--- config.mk ---
export PLATFORM = sky130hd
export DESIGN_NAME = wb_arbiter
export DESIGN_NICKNAME = d
export VERILOG_FILES = /design/src/rtl/wb_arbiter.sv
export SDC_FILE = /design/constraint.sdc
export NUM_CORES = 1
export LEC_CHECK = 0
export ABC_AREA = 0
export CAP_MARGIN = 10
export CORE_MARGIN = 5
export CORE_UTILIZATION = 35
export DETAILED_ROUTE_END_ITERATION = 16
export HOLD_SLACK_MARGIN = 0.05
export PLACE_DENSITY = 0.69
export SLEW_MARGIN = 20
export SYNTH_ARGS = -nofsm -noshare
export SYNTH_HDL_FRONTEND = slang
export SYNTH_SLANG_ARGS = --single-unit
--- constraint.sdc ---
create_clock -name clk_in -period 1.8 [get_ports clk_in]
set_input_delay 0.54 -clock clk_in [delete_from_list [all_inputs] [get_ports clk_in]]
set_output_delay 0.54 -clock clk_in [all_outputs]
set_load 0.01 [all_outputs]
--- src/rtl/wb_arbiter.sv ---
// rtl/wb_arbiter.sv - register-file write-port arbiter for ALU and LSU writeback; WB_RR_EN selects round-robin.
module wb_arbiter #(
    parameter int DATA_W   = 32,
    parameter int ADDR_W   = 5,
    parameter int MAX_WAIT = 4,
    parameter int CNT_W    = 16
) (
    input  logic              clk_in,
    input  logic              rst_in,
    input  logic              alu_valid_in,
    input  logic [ADDR_W-1:0] alu_rd_addr_in,
    input  logic [DATA_W-1:0] alu_data_in,
    output logic              alu_ready_out,
    input  logic              lsu_valid_in,
    input  logic [ADDR_W-1:0] lsu_rd_addr_in,
    input  logic [DATA_W-1:0] lsu_data_in,
    output logic              lsu_ready_out,
    output logic              wr_en_out,
    output logic [ADDR_W-1:0] rd_addr_out,
    output logic [DATA_W-1:0] rd_data_out,
    output logic [CNT_W-1:0]  conflict_cnt_out
);

    logic contested;
    logic alu_pick;
    logic lsu_pick;

    assign contested = alu_valid_in & lsu_valid_in;

`ifdef WB_RR_EN
    // rr_alu_pref=1 means the ALU is preferred on the next contested cycle
    logic rr_alu_pref;

    always_comb begin
        alu_pick = 1'b0;
        lsu_pick = 1'b0;
        if (contested) begin
            alu_pick = rr_alu_pref;
            lsu_pick = ~rr_alu_pref;
        end else begin
            alu_pick = alu_valid_in;
            lsu_pick = lsu_valid_in;
        end
    end

    always_ff @(posedge clk_in or negedge rst_in) begin
        if (!rst_in) begin
            rr_alu_pref <= 1'b0;
        end else if (contested) begin
            rr_alu_pref <= ~rr_alu_pref;
        end
    end
`else
    localparam logic [3:0] MAX_WAIT_L = 4'(MAX_WAIT);

    logic [3:0] wait_cnt;
    logic       alu_forced;

    assign alu_forced = (wait_cnt == MAX_WAIT_L);

    always_comb begin
        alu_pick = 1'b0;
        lsu_pick = 1'b0;
        if (contested) begin
            alu_pick = alu_forced;
            lsu_pick = ~alu_forced;
        end else begin
            alu_pick = alu_valid_in;
            lsu_pick = lsu_valid_in;
        end
    end

    // Counts consecutive contested losses of a still-pending ALU request
    always_ff @(posedge clk_in or negedge rst_in) begin
        if (!rst_in) begin
            wait_cnt <= 4'd0;
        end else if (!alu_valid_in || alu_pick) begin
            wait_cnt <= 4'd0;
        end else if (contested) begin
            wait_cnt <= wait_cnt + 4'd1;
        end
    end
`endif

    // Ready is forced low during reset so nothing is accepted then
    assign alu_ready_out = rst_in & alu_pick;
    assign lsu_ready_out = rst_in & lsu_pick;

    always_ff @(posedge clk_in or negedge rst_in) begin
        if (!rst_in) begin
            wr_en_out   <= 1'b0;
            rd_addr_out <= '0;
            rd_data_out <= '0;
        end else if (alu_pick) begin
            wr_en_out   <= (alu_rd_addr_in != '0);
            rd_addr_out <= alu_rd_addr_in;
            rd_data_out <= alu_data_in;
        end else if (lsu_pick) begin
            wr_en_out   <= (lsu_rd_addr_in != '0);
            rd_addr_out <= lsu_rd_addr_in;
            rd_data_out <= lsu_data_in;
        end else begin
            wr_en_out   <= 1'b0;
        end
    end

    always_ff @(posedge clk_in or negedge rst_in) begin
        if (!rst_in) begin
            conflict_cnt_out <= '0;
        end else if (contested && (conflict_cnt_out != {CNT_W{1'b1}})) begin
            conflict_cnt_out <= conflict_cnt_out + 1'b1;
        end
    end

endmodule

======== Word-level counts from Yosys, hierarchy flattened ========
Index checks and enable logic that the tools add are counted.
word-level totals
  output and inout bits ................... 56
  register bits ........................... 58
operators by class
  bitwise gates (word level) .............. 4
  $add $sub $neg .......................... 2
  reduce and logical (&&, ||, !) cells .... 7
  mux-type cells .......................... 10
  equality and inequality tests ........... 2
operator list
  operator                                                          number
  32-bit 2-to-1 mux                                                 2
  16-bit by 1-bit adder with 16-bit output (second input constant)  1
  16-bit != test (second input constant)                            1
  5-bit 2-to-1 mux                                                  2
  5-bit nonzero test                                                2
  4-bit 2-to-1 mux                                                  2
  4-bit by 1-bit adder with 4-bit output (second input constant)    1
  4-bit by 3-bit == test with 1-bit output (second input constant)  1
  1-bit 2-to-1 mux                                                  4
  2-bit nonzero test                                                2
  1-bit AND                                                         3
  1-bit logical AND                                                 1
  1-bit logical NOT                                                 1
  1-bit logical OR                                                  1
  1-bit inverter                                                    1

======== Depth between registers and ports, before layout ========
Gate-level depths: netlist (run 1).
  word-level depth ........................ 5
  mapped depth ............................ 8

======== Worst setup path after synthesis (run 1) ========
No wires, ideal clock.
  kind .................................... input port to output port
  start ................................... in lsu_valid_in
  end ..................................... out lsu_ready_out
  stages .................................. 4
  data required time ...................... 1.260 ns
  path slack .............................. 0.020 ns
  arrival time ............................ 1.240 ns
  path buffers ............................ 2
  path through ............................ buf_2 > buf_2 > o21ai_0 > nor2_1
between the ends
  longest elaborated chain between the ends .. 3
RTL lines
  what                  RTL line  source
  start: declaration    14        input logic lsu_valid_in,
  1-bit AND             28        assign contested = alu_valid_in & lsu_valid_in;
  1-bit 2-to-1 mux (*)  64        if (contested) begin
  1-bit AND (*)         87        assign lsu_ready_out = rst_in & lsu_pick;
  end: declaration      17        output logic lsu_ready_out,
Mark *: on every way between the ends. The rest lies on a longest branch, timed or not.

======== Worst setup path in the final report (run 1) ========
  start ................................... reg wait_cnt[0]
  end ..................................... out alu_ready_out
between the ends
  longest elaborated chain between the ends .. 3
RTL lines
  what                                      RTL line  source
  start: declaration                        56        logic [3:0] wait_cnt;
  start signal: assignment                  80        wait_cnt <= wait_cnt + 4'd1;
  4-bit by 3-bit == test with 1-bit output  59        assign alu_forced = (wait_cnt == MAX_WAIT_L);
  1-bit 2-to-1 mux                          64
  1-bit AND                                 86        assign alu_ready_out = rst_in & alu_pick;
  end: declaration                          13        output logic alu_ready_out,
Every way passes these cells.

==> metrics.csv, run 1 <==
stage,metric,value,unit
status,outcome,"finished, violations left",
status,failing checks,setup timing,
layout,final net count,515,
synthesis,Yosys cell types,34,
synthesis,Post-Syn Area,3030,µm²
layout,fraction of layout cells with a size suffix above 1,19.6,%
sta,RSZ-0062 raised after global routing,true,
pwr,leak pwr,2.62,nW
placed_design,GPL Wtd Cong,0.841,
sta,minimum clock period,2020,ps
setup_path,required time of the critical path,1260,ps
setup_path,Crit path arrival time,1480,ps
sta,skew final,10.2,ps
global_routing,number of global-route vias before repair,3190,
layout,"most common cell after layout, fill and taps aside",clkdlybuf4s50_1,
clock_network,clock root buffer master,clkbuf_8,
route,routed len/inst,18.2,µm
flow_run,number of max-cap violations,0,
layout,layout overhead on the synthesized area,68.3,%
die,initial core utilization,35.3,%
clock_network,worst-case clock buffer depth,2,
die,Die ar.,10600,µm²
synthesis,register area share after synthesis,47.9,%
clock_network,Inserted Clock Buffers,9,
route,Final ANT Viol Nets,0,
die,Die Span Y,103,µm
global_routing,M2 GR Usage,32.5,%
sta,Final Hold Fails,0,
setup_path,RR Startpoint,wait_cnt[0],
clock_network,Num Clock Sinks,58,
sta,Final Cycle Share,112,%
placed_design,port buffer count,133,
setup_path,crit path launch,wait_cnt[0],
layout,fin cells,547,
hold_path,min-delay worst type,input pin to asynchronous set/reset pin,
synthesis,syn nets,347,
synthesis,Post-Syn Instances,266,
synthesis,Synth Register Bits,58,
global_routing,initial antenna violation count,0,
die,Core Area,8590,µm²
global_routing,first-pass GRT wire length,15.7,mm
sta,min setup slack post-route,-224,ps
setup_path,CP Max Fanout,3,
setup_path,most used cell along the critical path,nand2_2,
placed_design,Detailed Place HPWL,6.56,mm
setup_path,Worst Setup End Kind,output port,
setup_path,critical path class,flip-flop to output port,
die,Top Ports,134,
setup_path,"slowest stage cell, crit path",dfrtp_1,
global_routing,M1 GR Usage,23.1,%
global_routing,pin count of the biggest net entering global routing,59,
setup_path,Startpoint Class,flip-flop,
placed_design,Area after DPL,4580,µm²
sta,# setup viols final,2,
route,Routed WL,9.95,mm
global_routing,GR peak layer,met2,
clock_network,CTS tree,yes,
synthesis,async set or reset register ratio after synthesis,100,%
clock_network,clk slew on worst S/H paths,70,ps
sta,Relative slew margins,51.5,%
pwr,VDD IR max,328,µV
synthesis,Syn. warnings,0,
setup_path,CP cell instances,"inv_1, ha_1, nand3b_1, nand2_2, nand2_2, nor2_1, buf_2",
route,drt first pass iters,4,
setup_path,"slowest stage delay, CP",370,ps
layout,most frequent cells in the layout,"77 x clkdlybuf4s50_1, 49 x dfrtp_1, 44 x nand2_1",
pwr,PwrDens,808,nW/µm²
synthesis,Synth Area per Inst,11.4,µm²
layout,Fillers,719,
die,# rows,34,
global_routing,Total GRT Usage,19.0,%
die,Horiz. Die Dim,103,µm
layout,design area,5100,µm²
clock_network,H-tree depth,3,
route,DRC viols,0,
sta,Fmax achieved,494,MHz
synthesis,dominant synthesized flop cell,dfrtp_1,
global_routing,"Remaining Overflow, GRT",0,
layout,Ant. Diodes,0,
pwr,total power draw,4.12,mW
route,Vias,2813,
sta,WHS,354,ps
route,DR iter-0 viols,76,
global_routing,met3 Resource Use GR,5.95,%
sta,Pins Over Slew Limit,0,
clock_network,"Clk Latency, worst-skew pair",330,ps
route,Vias/cell,5.14,
synthesis,number of synthesized flops with an enable pin,0,
sta,Worst Max-Slew Pin Slew,728,ps
placed_design,Cells after DPL,513,
## state kept, by name (all words and copies together), names as in the netlist
signal,count
wait_cnt,4
rd_data_out,32
conflict_cnt_out,16
wr_en_out,1
rd_addr_out,5
## metrics by stage
step	util (%)	setup TNS, ps	setup WS, ps
floorplan	-	0	20.3
global placement	53.3	-4980	-577
detailed placement	53.3	-6250	-634
CTS	57.3	-3130	-234
global route	59.4	-853	-345
finish	59.4	-441	-224
## kinds of logic (layout without fill, tap and decap cells)
kind of cell	after synthesis	in the layout	share of synthesized area (%)
AOI/OAI and AO/OA	45	45	16.4
xor gates and xnor gates	16	16	4.62
adders and majority gates	3	3	1.24
buffers and inverters	22	195	3.18
DFF	58	58	47.9
muxes	38	38	12.7
and+or+nand+nor	84	84	14.0
## power by group
group | internal [mW] | switching, mW | total, mW
Clock | 0.813 | 0.530 | 1.34
Sequential | 1.47 | 0.143 | 1.61
Combinational | 0.656 | 0.509 | 1.16
Total | 2.94 | 1.18 | 4.12
## layer usage
metal	up-vias	wire (µm)
met1	1383	4180
met4	0	103
met3	9	625
met2	88	5050
met5	-	0
li1	1333	-
## worst max-delay path: cells and delay by family, from the launching register on
family / cells / cell delay (ps)
fa+ha+maj: 1 / 140
simple gates: 4 / 450
flops: 1 / 370
buf+inv: 2 / 190
## synth_stat cells, types with 2 or more instances
library cell   n  share of area (%)
xor2_1        10                2.9
ha_1           3                1.2
inv_1          4               0.49
nand4_2        2               0.82
clkbuf_1       6               0.74
a2111oi_2      2               0.99
nor2_1        12                1.5
nand2_1       46                5.7
dfrtp_1       58                 48
nor3_1         3               0.49
o221a_1       36                 13
xnor2_1        6                1.7
or4_1          2               0.49
buf_2         11                1.8
nand3_1        7                1.2
mux2i_1       37                 12
nand4_1        4               0.82
## final timing paths
path                                        endpoint  slack [ps]  depth (start not counted)
min in group clk_in                      wait_cnt[0]         520                          2
worst min register to register           wait_cnt[0]         520                          2
worst min-delay path             conflict_cnt_out[3]         350                          2
worst max-delay path                   alu_ready_out        -220                          7
worst max register to register       rd_data_out[10]          80                          8
max in group asynchronous       conflict_cnt_out[10]         890                          2
## layout make-up
| cell class | instances | area [µm²] | area share, % |
|---|---|---|---|
| Inverter | 5 | 18.8 | 0.368 |
| Clock inverter | 5 | 77.6 | 1.52 |
| Multi-Input combinational cell | 186 | 1530 | 29.9 |
| Tap cell | 108 | 135 | 2.65 |
| Clock buffer | 11 | 141 | 2.77 |
| Timing Repair Buffer | 174 | 1740 | 34.2 |
| Sequential cell | 58 | 1460 | 28.7 |
## timing repair
item / in CTS / in global routing
endpoints found under the setup margin: 30 / 81
hold buffers: 0 / 0
pin swaps: 3 / 5
buffers inserted: 17 / 1
resized for setup: 42 / 38
cloned: 0 / 4
Power figures use the tool's default switching activity.
==> run 2: changes to the inputs <==
- ABC_CLOCK_PERIOD_IN_PS: default -> 1800
==> results of run 2 <==
The final DEF is identical to that of run 1; final timing and power are the same.
